--- src/rtl/sym_stream_gen.sv ---
// Interval-driven pseudo-random symbol generator with special-symbol tagging and an
// output FIFO on a valid/ready handshake. Optional macro: SYMGEN_SEED_LOAD_EN (runtime LFSR seed load).
module sym_stream_gen #(
  parameter int          SYM_W = 8,
  parameter int          DEPTH = 4,
  parameter logic [15:0] SEED  = 16'hACE1
) (
  input  logic                    Clk100M,
  input  logic                    Rst_n,
  input  logic [31:0]             symGenMax,
  input  logic                    genSym,
  input  logic [7:0]              specialEvery,
`ifdef SYMGEN_SEED_LOAD_EN
  input  logic                    seedLoad,
  input  logic [15:0]             seedVal,
`endif
  output logic                    generated,
  output logic                    symValid,
  input  logic                    symReady,
  output logic [SYM_W-1:0]        symData,
  output logic                    symSpecial,
  output logic [$clog2(DEPTH):0]  fillLevel,
  output logic [15:0]             dropCnt
);

  localparam int PW = $clog2(DEPTH);
  localparam int CW = PW + 1;
  localparam int EW = SYM_W + 1;

  // Galois LFSR, right shift, taps folded in when the shifted-out bit is 1
  function automatic logic [15:0] lfsr_step(input logic [15:0] s);
    logic [15:0] r;
    r = s >> 1;
    if (s[0]) begin
      r = r ^ 16'hB400;
    end else begin
      r = r;
    end
    return r;
  endfunction

  logic [31:0]   cnt_r;
  logic [15:0]   lfsr_r;
  logic [7:0]    sc_r;
  logic [EW-1:0] mem_r [DEPTH];
  logic [PW-1:0] wr_ptr_r;
  logic [PW-1:0] rd_ptr_r;
  logic [CW-1:0] count_r;
  logic          gen_r;
  logic          valid_r;
  logic [EW-1:0] head_r;
  logic [15:0]   drop_r;

  logic [31:0]   interval_s;
  logic          load_s;
  logic [15:0]   seed_fix_s;
  logic          fire_s;
  logic [15:0]   lfsr_nx_s;
  logic          special_s;
  logic [7:0]    sc_nx_s;
  logic          pop_s;
  logic          full_s;
  logic          wr_s;
  logic          drop_s;
  logic [EW-1:0] wdata_s;
  logic [PW-1:0] rd_nx_s;
  logic [CW-1:0] count_nx_s;
  logic [EW-1:0] head_nx_s;

`ifdef SYMGEN_SEED_LOAD_EN
  assign load_s     = seedLoad;
  assign seed_fix_s = (seedVal == 16'h0000) ? SEED : seedVal;
`else
  assign load_s     = 1'b0;
  assign seed_fix_s = SEED;
`endif

  // A load takes priority over a coincident generation event
  assign interval_s = (symGenMax == 32'd0) ? 32'd1 : symGenMax;
  assign fire_s     = genSym && (cnt_r >= (interval_s - 32'd1)) && !load_s;
  assign lfsr_nx_s  = lfsr_step(lfsr_r);

  // Special tagging: every K-th event, K=0 disables
  always_comb begin
    special_s = 1'b0;
    sc_nx_s   = sc_r;
    if (specialEvery == 8'd0) begin
      special_s = 1'b0;
      sc_nx_s   = 8'd0;
    end else if (({1'b0, sc_r} + 9'd1) == {1'b0, specialEvery}) begin
      special_s = 1'b1;
      sc_nx_s   = 8'd0;
    end else begin
      special_s = 1'b0;
      sc_nx_s   = sc_r + 8'd1;
    end
  end

  assign pop_s   = (count_r != '0) && symReady;
  assign full_s  = (count_r == CW'(DEPTH));
  assign wr_s    = fire_s && (!full_s || pop_s);
  assign drop_s  = fire_s && full_s && !pop_s;
  assign wdata_s = {special_s, lfsr_nx_s[SYM_W-1:0]};
  assign rd_nx_s = pop_s ? (rd_ptr_r + PW'(1)) : rd_ptr_r;

  // Next occupancy and next head entry, so the handshake outputs can be registered
  always_comb begin
    count_nx_s = count_r;
    case ({wr_s, pop_s})
      2'b10:   count_nx_s = count_r + CW'(1);
      2'b01:   count_nx_s = count_r - CW'(1);
      default: count_nx_s = count_r;
    endcase
    if (count_nx_s == '0) begin
      head_nx_s = '0;
    end else if (wr_s && (wr_ptr_r == rd_nx_s)) begin
      head_nx_s = wdata_s;
    end else begin
      head_nx_s = mem_r[rd_nx_s];
    end
  end

  // Interval counter, LFSR and special counter
  always_ff @(posedge Clk100M or negedge Rst_n) begin
    if (!Rst_n) begin
      cnt_r  <= 32'd0;
      lfsr_r <= SEED;
      sc_r   <= 8'd0;
    end else if (load_s) begin
      cnt_r  <= 32'd0;
      lfsr_r <= seed_fix_s;
      sc_r   <= 8'd0;
    end else begin
      if (!genSym || fire_s) begin
        cnt_r <= 32'd0;
      end else begin
        cnt_r <= cnt_r + 32'd1;
      end
      if (fire_s) begin
        lfsr_r <= lfsr_nx_s;
      end else begin
        lfsr_r <= lfsr_r;
      end
      if (specialEvery == 8'd0) begin
        sc_r <= 8'd0;
      end else if (fire_s) begin
        sc_r <= sc_nx_s;
      end else begin
        sc_r <= sc_r;
      end
    end
  end

  // FIFO storage and pointers
  always_ff @(posedge Clk100M or negedge Rst_n) begin
    if (!Rst_n) begin
      for (int i = 0; i < DEPTH; i++) begin
        mem_r[i] <= '0;
      end
      wr_ptr_r <= '0;
      rd_ptr_r <= '0;
      count_r  <= '0;
    end else begin
      if (wr_s) begin
        mem_r[wr_ptr_r] <= wdata_s;
        wr_ptr_r        <= wr_ptr_r + PW'(1);
      end else begin
        wr_ptr_r <= wr_ptr_r;
      end
      rd_ptr_r <= rd_nx_s;
      count_r  <= count_nx_s;
    end
  end

  // Registered outputs and saturating drop counter
  always_ff @(posedge Clk100M or negedge Rst_n) begin
    if (!Rst_n) begin
      gen_r   <= 1'b0;
      valid_r <= 1'b0;
      head_r  <= '0;
      drop_r  <= 16'h0000;
    end else begin
      gen_r   <= fire_s;
      valid_r <= (count_nx_s != '0);
      head_r  <= head_nx_s;
      if (drop_s && (drop_r != 16'hFFFF)) begin
        drop_r <= drop_r + 16'd1;
      end else begin
        drop_r <= drop_r;
      end
    end
  end

  assign generated  = gen_r;
  assign symValid   = valid_r;
  assign symData    = head_r[SYM_W-1:0];
  assign symSpecial = head_r[SYM_W];
  assign fillLevel  = count_r;
  assign dropCnt    = drop_r;

endmodule

--- config.mk ---
export PLATFORM = sky130hd
export DESIGN_NAME = sym_stream_gen
export DESIGN_NICKNAME = d
export VERILOG_FILES = /design/src/rtl/sym_stream_gen.sv
export SDC_FILE = /design/constraint.sdc
export NUM_CORES = 1
export LEC_CHECK = 0
export CAP_MARGIN = 5
export CORE_MARGIN = 4
export CORE_UTILIZATION = 52
export CTS_CLUSTER_DIAMETER = 100
export DETAILED_ROUTE_END_ITERATION = 10
export GPL_ROUTABILITY_DRIVEN = 0
export GPL_TIMING_DRIVEN = 0
export PLACE_DENSITY = 0.87
export SYNTH_ARGS = -nofsm -noshare
export SYNTH_HDL_FRONTEND = slang
export SYNTH_SLANG_ARGS = --single-unit
export TNS_END_PERCENT = 50
--- constraint.sdc ---
create_clock -name Clk100M -period 4 [get_ports Clk100M]
set_input_delay 0.8 -clock Clk100M [delete_from_list [all_inputs] [get_ports Clk100M]]
set_output_delay 0.8 -clock Clk100M [all_outputs]
set_load 0.02 [all_outputs]
-- Yosys cells after proc, flatten, opt, wreduce, memory -nomap -nowiden
Index checks and enable logic that the tools add are counted.
- reduce and logical (&&, ||, !) cells: 19
- mux-type cells: 18
- $add $sub $neg: 9
- $lt $le $gt $ge: 4
- bitwise gates (word level): 3
- eq/ne operators: 6
- operators by type and width (cell ; count):
    $mux W32 ; 2
    $mux W9 ; 5
    $bwmux W36 ; 1
    $add A32 B1 Y32 const B ; 1
    $ge A32 B32 Y1 ; 1
    $logic_not A32 Y1 ; 1
    $sub A32 B1 Y32 const B ; 1
    $mux W8 ; 3
    $bmux W9 S2 ; 1
    $demux W9 S2 ; 1
    $add A16 B1 Y16 const B ; 1
    $mux W16 ; 1
    $ne A16 B16 Y1 const B ; 1
    $add A8 B1 Y9 const B ; 1
    $eq A9 B8 Y1 ; 1
    $add A8 B1 Y8 const B ; 1
    $logic_and A1 B1 Y1 ; 8
    $logic_not A8 Y1 ; 1
    $ge A3 B3 Y1 const B ; 2
    $not A2 Y3 ; 2
    $pmux W3 S2 ; 1
    $reduce_bool A3 Y1 ; 2
    $add A2 B1 Y2 const B ; 2
    $not A3 Y4 ; 1
    13 further kinds ; 17
- flip-flop bits (word level): 126
- bits of input ports: 44

-- Longest topological paths before layout
Gate-level depths: netlist of run 1.
- word-level depth: 10
- mapped depth: 37
- mapped depth without buffers: 32

-- Worst setup path before layout of run 1
No wires, ideal clock.
- kind: input -> register
- from: input port symGenMax[21]
- to: register head_r[8]
- path slack: -3.179 ns
- data required time: 3.880 ns
- stages on the path: 35
- path buffers: 4
- arrival: 7.059 ns
- cells stage by stage: nor4_2 -> nand2b_1 -> or4_4 -> or3_1 -> o31ai_4 -> inv_1 -> ha_1 -> nand2_1 -> or3_1 -> buf_2 -> nand2b_4 -> or2_4 -> nor3_2 -> xnor2_1 -> ha_1 -> nand4_1 -> nor4_1 -> nand2_1 -> a31o_2 -> a21oi_1 -> clkbuf_1 -> inv_1 -> ha_1 -> inv_1 -> fa_1 -> xor2_1 -> nor2_1 -> xnor2_1 -> inv_1 -> or3_1 -> clkbuf_1 -> clkbuf_1 -> nand2_1 -> a21oi_1 -> a31o_2
- longest elaborated chain between the ends: 10
- elaborated cells on any way between the ends: 13
- those cells by class: 1 x add/sub; 1 x order compare; 2 x eq/ne; 4 x mux; 5 x reduce/logical
- ends and longest elaborated chain (what ; RTL line ; text):
    from (decl) ; 10 ; input logic [31:0] symGenMax,
    $logic_not A32 Y1 ; 79 ; assign interval_s = (symGenMax == 32'd0) ? 32'd1 : symGenMax;
    $mux W32 * ; 79 ;
    $sub A32 B1 Y32 * ; 80 ; assign fire_s = genSym && (cnt_r >= (interval_s - 32'd1)) && !load_s;
    $ge A32 B32 Y1 * ; 80 ;
    $logic_and A1 B1 Y1 * ; 80 ;
    $logic_and A1 B1 Y1 * ; 101 ; assign wr_s = fire_s && (!full_s || pop_s);
    $eq A2 B1 Y1 or $eq A2 B2 Y1 (tied branches) ; 109 ; case ({wr_s, pop_s})
    $pmux W3 S2 * ; 109 ;
    net count_nx_s[2] ; 67 ; logic [CW-1:0] count_nx_s;
    $logic_not A3 Y1 * ; 114 ; if (count_nx_s == '0) begin
    $mux W9 * ; 114 ;
    net head_nx_s[8] ; 68 ; logic [EW-1:0] head_nx_s;
    to (signal assigned) ; 185 ; head_r <= head_nx_s;
    to (decl) ; 51 ; logic [EW-1:0] head_r;
The timed path passes the listed nets; every way through them passes the cells marked *.
A chain may end at the register's enable or synchronous reset.

-- Final worst setup path of run 1
- from: input port symGenMax[28]
- to: register head_r[5]
The elaborated chain is that of the path after synthesis.

==> key figures, run 1 <==
Timing
  – Final hold vios: 0
  – Worst-Margin Slew: 1.22 ns
  – Fin. max-slew vios: 0
  – Final worst setup slack: -2.63 ns
  – Minimum clock period: 6.63 ns
  – # setup viols final: approximately 120
  – Slew margin rel.: 18.6%
  – Fmax: around 0.15 GHz
  – Final setup skew: 0.0194 ns
  – Period utilization: 166%
  – RSZ-0062 raised after global routing: true
  – Total negative slack: -181.62 ns

Floorplanning
  – CORE AREA: 13400 µm²
  – Die ar.: 15800 µm²
  – I/O pin count: 74
  – Die X: around 130 µm
  – Die Ht: 126 µm
  – Rows: 42
  – Initial core utilization: 53.9%

Logic synthesis
  – Synth warn: 0
  – Gate Count Post-Synth: 685
  – #FFs+latches synth: 126
  – Top post-synthesis cells by area: dfrtp_1, mux2_2, ha_1
  – Top FF cell, synth: dfrtp_1
  – Async SR Flop Fraction: 100%
  – Leading area contributor after synthesis: dfrtp_1
  – Post-synthesis cell type count: 55
  – Seq/Total Area, Yosys: 43.8%
  – Post-synth EDFFs: 0
  – Most frequent cells after synthesis: dfrtp_1, nor2_1, nand2_1, xnor2_1, mux2_2
  – Cell with the most instances after synthesis: dfrtp_1
  – Post-Synthesis Cell Area: around 7200 µm²
  – Syn nets: 771
  – Area share of the largest cell type after synthesis: 40.9%
  – Mean Syn Cell Area: 10.6 µm²

Drt
  – DR pass1 iterations: 5
  – Via/cell ratio: 6.16
  – DR vias: 6309
  – DRC Markers: 0
  – Routed len/inst: 21.6 µm
  – ANT nets after route: 0
  – DRT Wirelength: roughly 22 mm
  – First DRT Iteration DRCs: 577

Worst setup path
  – Worst Setup End Kind: flop
  – Req. time, crit path: 4.30 ns
  – WP buf/inv: 8
  – Critical path's slowest cell: or4_4
  – Setup Crit Path Kind: in2reg
  – Crit path DAT: 6.94 ns
  – Crit start category: input pin
  – CP top delay family: simple AND/OR/NAND/NOR gates
  – Crit Path Max Fanout: 6
  – CP peak stage delay: 0.51 ns

Clock network
  – Latest clock arrival within the worst-skew pair: 0.43 ns
  – CTS sink count: 126
  – Clock Tree Root: clkbuf_16
  – Clk pin slew, worst setup/hold paths: 0.06 ns
  – CTS buffer count: 17
  – TritonCTS clock tree: yes
  – H-tree levels: 4
  – Clock buffer depth: 2

Min path
  – Hold crit path type: in2async

Outcome
  – Status: complete, but fails checks
  – Failing checks: negative setup slack

Global route
  – Initial antenna violation count: 0
  – GRT Residual Overflow: 0
  – Pin count of the biggest net entering global routing: 70
  – Total GRT Usage: a little under a quarter
  – Global-route wire length before repair: 29.6 mm
  – Number of global-route vias before repair: 6090

Final layout
  – Nets@finish: 921
  – # diodes: 0
  – Area grow syn2layout: 41.2%
  – Fill count: 796
  – Area occupied by multi-input gates: 4630 µm²
  – Design Area, Final: 10200 µm²
  – Fin cells: 1024
  – Sequential cell area: 3160 µm²
  – Share of layout cells above drive strength 1: around 31%

Placed design
  – Port-buffer cells: 73
  – Placed Instances: 936
  – Dpl hpwl: 11.1 mm
  – Pre-CTS WS: -3.96 ns
  – Placed Instance Area: 8350 µm²

Pwr
  – Peak supply drop: around 400 µV
  – P per Cell Area: 392 nW/µm²
  – Leak pwr: about 4.6 nW

Job
  – Max cap viols: 0
## cell type report
type / instances / share of cell area [%]
multi-input cells: 531 / 45.4
flip-flops and latches: 126 / 31.0
repair buffers: 129 / 13.0
clock buffers: 20 / 4.58
well taps: 176 / 2.16
plain buffers: 16 / 2.01
clock inverters: 12 / 1.31
inverters: 14 / 0.540
## layout by cell type, fill, tap and decap left out, drive strengths merged, types with 3 or more instances in the layout
master / n
nor2: 66
clkdlybuf4s50: 59
clkinvlp: 5
and4: 4
o31ai: 3
nor4: 13
mux4: 9
or2: 4
dlygate4sd2: 9
xnor2: 58
a21oi: 24
a32o: 6
or3: 8
inv: 16
nor2b: 3
ha: 41
nand3: 34
xor2: 35
dfstp: 8
o21ai: 9
and2: 6
nand4: 13
nand2: 67
a211oi: 3
a41o: 8
buf: 66
nor3: 20
nand2b: 5
clkbuf: 31
nor3b: 3
dfrtp: 118
a31oi: 3
mux2: 50
and3: 21
clkinv: 3
a31o: 3
## path summary, 6_finish.rpt
check                                         end              startpoint  cells past startpoint  slack (ns)
max                           head_r[5]$_DFF_PN0_           symGenMax[28]                     33       -2.63
min                         mem_r[22]$_DFFE_PN0P_                   Rst_n                      1        0.34
max reg2reg                   head_r[5]$_DFF_PN0_      cnt_r[2]$_DFF_PN0_                     21       -0.55
min reg2reg                dropCnt[9]$_DFFE_PN0P_  dropCnt[9]$_DFFE_PN0P_                      1        0.49
max in group asynchronous  lfsr_r[11]$_DFFE_PN1P_                   Rst_n                      2        2.88
min in group Clk100M       dropCnt[9]$_DFFE_PN0P_  dropCnt[9]$_DFFE_PN0P_                      1        0.49
## flip-flops by register name, summed over array words and instances (netlist names)
register / flops
cnt_r: 32
lfsr_r: 16
wr_ptr_r: 2
symValid: 1
generated: 1
sc_r: 8
dropCnt: 16
head_r: 9
rd_ptr_r: 2
fillLevel: 3
mem_r: 36
## per-stage QoR
stage	hold WS (ns)	power [mW]	util [%]
6_report	0.345	4.00	76.1
5_1_grt	0.372	4.12	76.1
4_1_cts	0.365	3.86	70.9
3_5_place_dp	0.480	2.12	62.3
3_3_place_gp	0.470	2.08	62.0
2_1_floorplan	0.459	1.84	-
## layer usage
metal	wire length (µm)	track usage [%]	vias up
met5	0	0	-
met4	1010	9.72	0
met3	1480	5.33	91
met2	11400	40.4	343
met1	8160	26.9	3121
li1	-	-	2754
## where the power goes
part           switching [mW]  leakage, nW  internal (mW)
sequential             0.0643         1.71           1.32
clock                   0.624        0.281          0.969
combinational           0.590         2.64          0.426
## timing repair
item	4_1_cts	5_1_grt
resized for setup	110	105
gates cloned	2	7
endpoints found under the setup margin	124	124
pin swaps	44	37
setup buffers	24	27
hold buffers	0	0
endpoints found under the hold margin	0	0
## cells by family after synthesis
| family | synth area share [%] |
|---|---|
| buf+inv | 1.80 |
| fa+ha+maj | 7.38 |
| simple gates | 18.5 |
| flops | 43.8 |
| mux | 10.6 |
| xor+xnor | 11.4 |
| compound gates | 6.54 |
(Power assumes the default switching activity.)
==> inputs of run 2 (changes only) <==
- clock period: 4 -> 5.7 ns (I/O delays scaled with it)
==> run 2 against run 1 <==
The run still ends with negative setup slack left. Via count is 8.9% lower. Register-to-register slack better by 1.9 ns. Global-route usage is 1.3 points lower. Die area stayed put. Setup slack better by 1.3 ns. First-iteration DRC count is 37% lower. Worst hold slack better by 0.15 ns. Flip-flop and latch count stayed put. Non-clock buffer count is 20 lower. Routed wire length is 22% lower. Clock-buffer cell count is 6 higher.
==> key figures, run 2 (same netlist as run 1, synthesis figures left out) <==
Timing
  – Fin. max-slew vios: 0 (unchanged)
  – Final worst setup slack: -1.36 ns (+1.27 ns)
  – RSZ-0062 raised after global routing: true
  – Slew margin rel.: 28.7% (+10 points)
  – Worst-Margin Slew: 1.07 ns (-0.155 ns)
  – Minimum clock period: approximately 7.1 ns
  – Final setup skew: 0.0125 ns (-0.00690 ns)
  – Fmax: 0.142 GHz
  – # setup viols final: 41 (-67%)
  – Final hold slack: 0.491 ns (+0.146 ns)
  – Final hold vios: 0 (unchanged)
  – Period utilization: 124%

Job
  – Max cap viols: 0 (unchanged)

Drt
  – DR pass1 iterations: 5 (unchanged)
  – First DRT Iteration DRCs: 361 (-37%)
  – DRT Wirelength: 17.1 mm (-22%)
  – Via/cell ratio: 5.75 (-6.6%)
  – ANT nets after route: 0 (unchanged)
  – DRC Markers: 0 (unchanged)
  – DR vias: 5746 (-8.9%)
  – Routed len/inst: 17.1 µm (-21%)

Clock network
  – Clk pin slew, worst setup/hold paths: 0.06 ns (about the same)
  – TritonCTS clock tree: yes
  – Clock Tree Root: clkbuf_16
  – CTS buffer count: 17 (unchanged)
  – Clock buffer depth: 2 (unchanged)
  – CTS Hold Buffers Added: 0 (unchanged)
  – CTS sink count: 126 (unchanged)
  – H-tree levels: 4 (unchanged)
  – Latest clock arrival within the worst-skew pair: 0.42 ns (about the same)

Worst setup path
  – Crit path DAT: 7.36 ns (+0.42 ns)
  – Reg-to-reg slack, setup: 1.38 ns (+1.93 ns)
  – Launching point of the worst reg2reg path: cnt_r[2]$_DFF_PN0_
  – Reg2reg path depth: 21 (unchanged)
  – Critical path's slowest cell: clkdlybuf4s50_1
  – Worst Setup End Kind: flop
  – Crit start category: input pin
  – Crit Path Max Fanout: 6 (unchanged)
  – CP peak stage delay: 0.45 ns (-0.06 ns)
  – Crit path to: head_r[1]$_DFF_PN0_
  – Req. time, crit path: 6.00 ns (+1.70 ns)
  – Worst R2R End: head_r[1]$_DFF_PN0_
  – Setup crit start: symGenMax[13]
  – Setup Crit Path Kind: in2reg

Pwr
  – P per Cell Area: 279 nW/µm² (-29%)
  – Comb power frac: 23.3% (-2.1 points)
  – Sw Ratio: 28.9% (-3.1 points)
  – Pint: 1.86 mW (-32%)
  – Peak supply drop: 245 µV (-38%)
  – Switching power: 0.754 mW (-41%)
  – Final Power: 2.61 mW (-35%)
  – Leak pwr: 4.30 nW (-7.1%)
  – Sequential power share: 37.1% (+2.4 points)
  – Clock share of power: 39.6% (-0.3 points)

Final layout
  – Nets@finish: 896 (-2.7%)
  – Fill count: 966 (+21%)
  – Largest regs: mem_r (36), cnt_r (32)
  – # diodes: 0 (unchanged)
  – Commonest cells after routing, fill and taps aside: dfrtp_1, nor2_1, clkdlybuf4s50_1
  – Commonest non-fill, non-tap cell in the layout: dfrtp_1
  – Reg with most FFs: mem_r
  – Share of layout cells above drive strength 1: 23.3% (-7.2 points)
  – Area grow syn2layout: 29.4%
  – Design Area, Final: 9350 µm² (-8.4%)
  – Max FFs per register: 36 (unchanged)

Placed design
  – Port-buffer cells: 73 (unchanged)
  – Pre-CTS WS: -2.57 ns (+1.39 ns)
  – Placed Instance Area: 8330 µm² (-0.25%)
  – Dpl hpwl: 11.0 mm (-0.59%)

Floorplanning
  – I/O pin count: 74 (unchanged)
  – CORE AREA: 13400 µm² (unchanged)
  – Die ar.: 15800 µm² (unchanged)
  – Rows: 42 (unchanged)
  – Die X: 126 µm (unchanged)
  – Initial core utilization: 53.9% (unchanged)
  – Die Ht: 126 µm (unchanged)

Global route
  – Number of global-route vias before repair: 5806 (-4.7%)
  – Initial antenna violation count: 0 (unchanged)
  – Global-route wire length before repair: 28.0 mm (-5.3%)
  – Pin count of the biggest net entering global routing: 76 (+8.6%)
  – GRT Residual Overflow: 0 (unchanged)
  – Total GRT Usage: 21.6% (-1.3 points)

Min path
  – Hold crit path type: reg2reg

Outcome
  – Failing checks: negative setup slack
  – Status: complete, but fails checks
run 2: cell count changes in the layout (fill, tap and decap cells not counted), sizes merged:
cell,before,now
buf,66,47
clkbuf,31,36
nand2,67,62
clkinvlp,5,1
inv,16,14
bufinv,2,1
clkinv,3,4
run 2: per-stage QoR:
stage	setup TNS, ns	std cells	util [%]
global placement	-290.77	934	61.8
finish	-15.04	999	69.8
CTS	-12.42	993	68.7
floorplan	-12.88	685	-
global route	-25.56	999	69.8
detailed placement	-149.00	936	62.1
run 2: final cells by class:
cell class	instances	area, µm²	share of cell area (%)
repair buffers	109	1030	11.0
multi-input cells	526	4200	44.9
flip-flops and latches	126	3160	33.8
well taps	176	220	2.36
inverters	14	55.1	0.589
clock inverters	6	57.6	0.616
plain buffers	16	116	1.24
clock buffers	26	509	5.45
run 2: what timing repair did:
action,in CTS,in global routing
pin swaps,27,22
gates resized for setup,69,25
setup endpoints to repair,122,88
setup buffers,25,10
run 2: metal layers:
metal	track usage [%]	vias up	part of all wire, %
li1	-	2702	-
met2	36.4	144	51
met1	27.5	2863	42
met4	7.70	0	2.3
met5	0	-	0
met3	4.91	37	4.8
run 2: worst max-delay path, delay by kind of cell:
kind / cells / cell delay (ns)
AO/OA/AOI/OAI: 5 / 1.05
XOR/XNOR: 3 / 0.47
adder cells (fa/ha/maj): 4 / 0.86
buffers and inverters: 8 / 1.23
AND/OR/NAND/NOR: 15 / 2.59
run 2: how the worst min path moves through the flow:
stage / startpoint / to / slack, ns / depth (start not counted)
floorplan: mem_r[26]$_DFFE_PN0P_ / mem_r[26]$_DFFE_PN0P_ / 0.46 / 1
global placement: mem_r[35]$_DFFE_PN0P_ / mem_r[35]$_DFFE_PN0P_ / 0.47 / 1
detailed placement: mem_r[17]$_DFFE_PN0P_ / mem_r[17]$_DFFE_PN0P_ / 0.48 / 1
CTS: mem_r[17]$_DFFE_PN0P_ / mem_r[17]$_DFFE_PN0P_ / 0.49 / 1
global route: lfsr_r[9]$_DFFE_PN0P_ / lfsr_r[8]$_DFFE_PN0P_ / 0.51 / 1
finish: dropCnt[5]$_DFFE_PN0P_ / dropCnt[5]$_DFFE_PN0P_ / 0.49 / 1
run 2: power by group through the flow:
| stage | Clock (mW) | Combinational [mW] | Sequential, mW |
|---|---|---|---|
| after floorplan | 0 | 0.299 | 0.989 |
| after global placement | 0 | 0.469 | 0.978 |
| after detailed placement | 0 | 0.487 | 0.981 |
| after CTS | 1.05 | 0.575 | 0.966 |
| after global routing | 1.08 | 0.655 | 0.972 |
| final | 1.03 | 0.609 | 0.967 |
==> inputs of run 3 (changes only) <==
- PLACE_DENSITY: 0.87 -> not set
- PLACE_DENSITY_LB_ADDON: not set -> 0.15
==> run 3 against run 2 <==
The flow still finishes with violations (negative setup slack). Clock power rose by 7%. Flip-flop and latch count did not move. Combinational power rose by 9.7%. Critical path type unchanged. Critical endpoint is now head_r[3]$_DFF_PN0_. Largest cell class unchanged. Highest routed layer unchanged.
==> key figures, run 3 (same netlist as run 1, synthesis figures left out) <==
Timing
  – # setup viols final: 48 (+17%)
  – Worst-Margin Slew: 1.16 ns (+0.0931 ns)
  – Period utilization: 122% (-1.6 points)
  – Fin. max-slew vios: 0 (unchanged)
  – Minimum clock period: 6.97 ns (-0.0939 ns)
  – Final hold vios: 0 (unchanged)
  – RSZ-0062 raised after global routing: true
  – Fmax: 0.144 GHz (+1.3%)
  – Slew margin rel.: 22.5% (-6.2 points)
  – Final hold slack: 0.493 ns (+0.00200 ns)
  – Final setup skew: 0.0123 ns (-0.000142 ns)
  – Final worst setup slack: -1.27 ns (+0.0939 ns)

Worst setup path
  – Req. time, crit path: 6.00 ns (about the same)
  – Worst Setup End Kind: flop
  – Reg-to-reg slack, setup: 1.48 ns (+0.10 ns)
  – Crit path top cell by count: buf_8
  – CP peak stage delay: 0.42 ns (-0.03 ns)
  – Crit path DAT: 7.27 ns (-0.09 ns)
  – CP top delay family: simple AND/OR/NAND/NOR gates
  – Crit start category: input pin
  – WP buf/inv: 10 (+2)
  – Crit Path Max Fanout: 6 (unchanged)
  – Critical path's slowest cell: or4_4
  – Setup Crit Path Kind: in2reg

Final layout
  – Reg with most FFs: mem_r
  – Area grow syn2layout: 33.4%
  – Fin cells: 1023 (+2.4%)
  – Commonest cells after routing, fill and taps aside: dfrtp_1, nor2_1, clkdlybuf4s50_1
  – Largest regs: mem_r (36), cnt_r (32)
  – Commonest non-fill, non-tap cell in the layout: dfrtp_1
  – Share of layout cells above drive strength 1: 26.4% (+3.1 points)
  – Design Area, Final: 9640 µm² (+3.1%)
  – Nets@finish: 920 (+2.7%)
  – # diodes: 0 (unchanged)
  – Max FFs per register: 36 (unchanged)

Drt
  – Routed len/inst: 17.3 µm (+0.74%)
  – First DRT Iteration DRCs: 407 (+13%)
  – DRT Wirelength: 17.7 mm (+3.2%)
  – DR vias: 5801 (+0.96%)
  – DR pass1 iterations: 5 (unchanged)
  – ANT nets after route: 0 (unchanged)
  – DRC Markers: 0 (unchanged)
  – Via/cell ratio: 5.67 (-1.4%)

Clock network
  – Clock Tree Root: clkbuf_16
  – TritonCTS clock tree: yes
  – CTS sink count: 126 (unchanged)
  – H-tree levels: 4 (unchanged)
  – CTS buffer count: 17 (unchanged)
  – CTS Hold Buffers Added: 0 (unchanged)
  – Latest clock arrival within the worst-skew pair: 0.42 ns (about the same)
  – Clk pin slew, worst setup/hold paths: 0.06 ns (about the same)
  – Clock buffer depth: 2 (unchanged)

Floorplanning
  – I/O pin count: 74 (unchanged)
  – CORE AREA: 13400 µm² (unchanged)
  – Initial core utilization: 53.9% (unchanged)
  – Rows: 42 (unchanged)
  – Die Ht: 126 µm (unchanged)
  – Die X: 126 µm (unchanged)
  – Die ar.: 15800 µm² (unchanged)

Global route
  – Global-route wire length before repair: 29.2 mm (+4.1%)
  – Pin count of the biggest net entering global routing: 72 (-5.3%)
  – GRT Residual Overflow: 0 (unchanged)
  – Initial antenna violation count: 0 (unchanged)
  – Number of global-route vias before repair: 6055 (+4.3%)
  – Total GRT Usage: 22.5% (+0.82 points)

Pwr
  – Peak supply drop: 200 µV (-18%)
  – Leak pwr: 4.41 nW (+2.5%)
  – Final Power: 2.74 mW (+4.8%)
  – P per Cell Area: 284 nW/µm² (+1.7%)

Outcome
  – Status: complete, but fails checks
  – Failing checks: negative setup slack

Min path
  – Hold crit path type: reg2reg

Placed design
  – Port-buffer cells: 73 (unchanged)
  – Placed Instance Area: 8330 µm² (unchanged)
  – Dpl hpwl: 11.6 mm (+5.3%)
  – Pre-CTS WS: -2.61 ns (-0.0340 ns)
  – Placed Instances: 936 (unchanged)

Job
  – Max cap viols: 0 (unchanged)
run 3: metal layers:
metal	vias to the layer above	wire (µm)	track usage, %
met1	2891	7600	28.5
li1	2747	-	-
met2	135	9070	38.1
met4	0	354	8.01
met5	-	0	0
met3	28	636	4.70
run 3: final timing paths:
path,startpoint,endpoint,cells past startpoint
worst max-delay path,symGenMax[22],head_r[3]$_DFF_PN0_,35
worst min-delay path,mem_r[17]$_DFFE_PN0P_,mem_r[17]$_DFFE_PN0P_,1
worst max register to register,cnt_r[2]$_DFF_PN0_,head_r[3]$_DFF_PN0_,21
worst min register to register,mem_r[17]$_DFFE_PN0P_,mem_r[17]$_DFFE_PN0P_,1
max in group asynchronous,Rst_n,lfsr_r[0]$_DFFE_PN1P_,2
min in group asynchronous,Rst_n,cnt_r[4]$_DFF_PN0_,1
run 3: per-stage QoR:
stage | setup TNS [ns] | utilization (%)
floorplan | -12.88 | -
detailed placement | -149.80 | 62.1
global placement | -299.26 | 61.8
CTS | -12.10 | 70.3
global route | -23.50 | 71.9
finish | -16.07 | 71.9
run 3: area by class of cell:
class | instances | area [µm²]
clock buffers | 25 | 485
plain buffers | 17 | 141
well taps | 176 | 220
clock inverters | 7 | 113
inverters | 14 | 55.1
repair buffers | 131 | 1210
flip-flops and latches | 126 | 3160
multi-input cells | 527 | 4250
fillers | 945 | 3760
run 3: repair_timing:
action / CTS / global route
setup buffers: 48 / 10
hold endpoints to repair: 0 / 0
resized for setup: 74 / 40
endpoints found under the setup margin: 122 / 89
pin swaps: 31 / 25
gates cloned: 0 / 1
run 3: where the power goes:
| group | internal [mW] | switching, mW | leakage, nW |
|---|---|---|---|
| clock | 0.720 | 0.381 | 0.291 |
| combinational | 0.315 | 0.353 | 2.41 |
| sequential | 0.930 | 0.0373 | 1.71 |
| total | 1.97 | 0.772 | 4.41 |
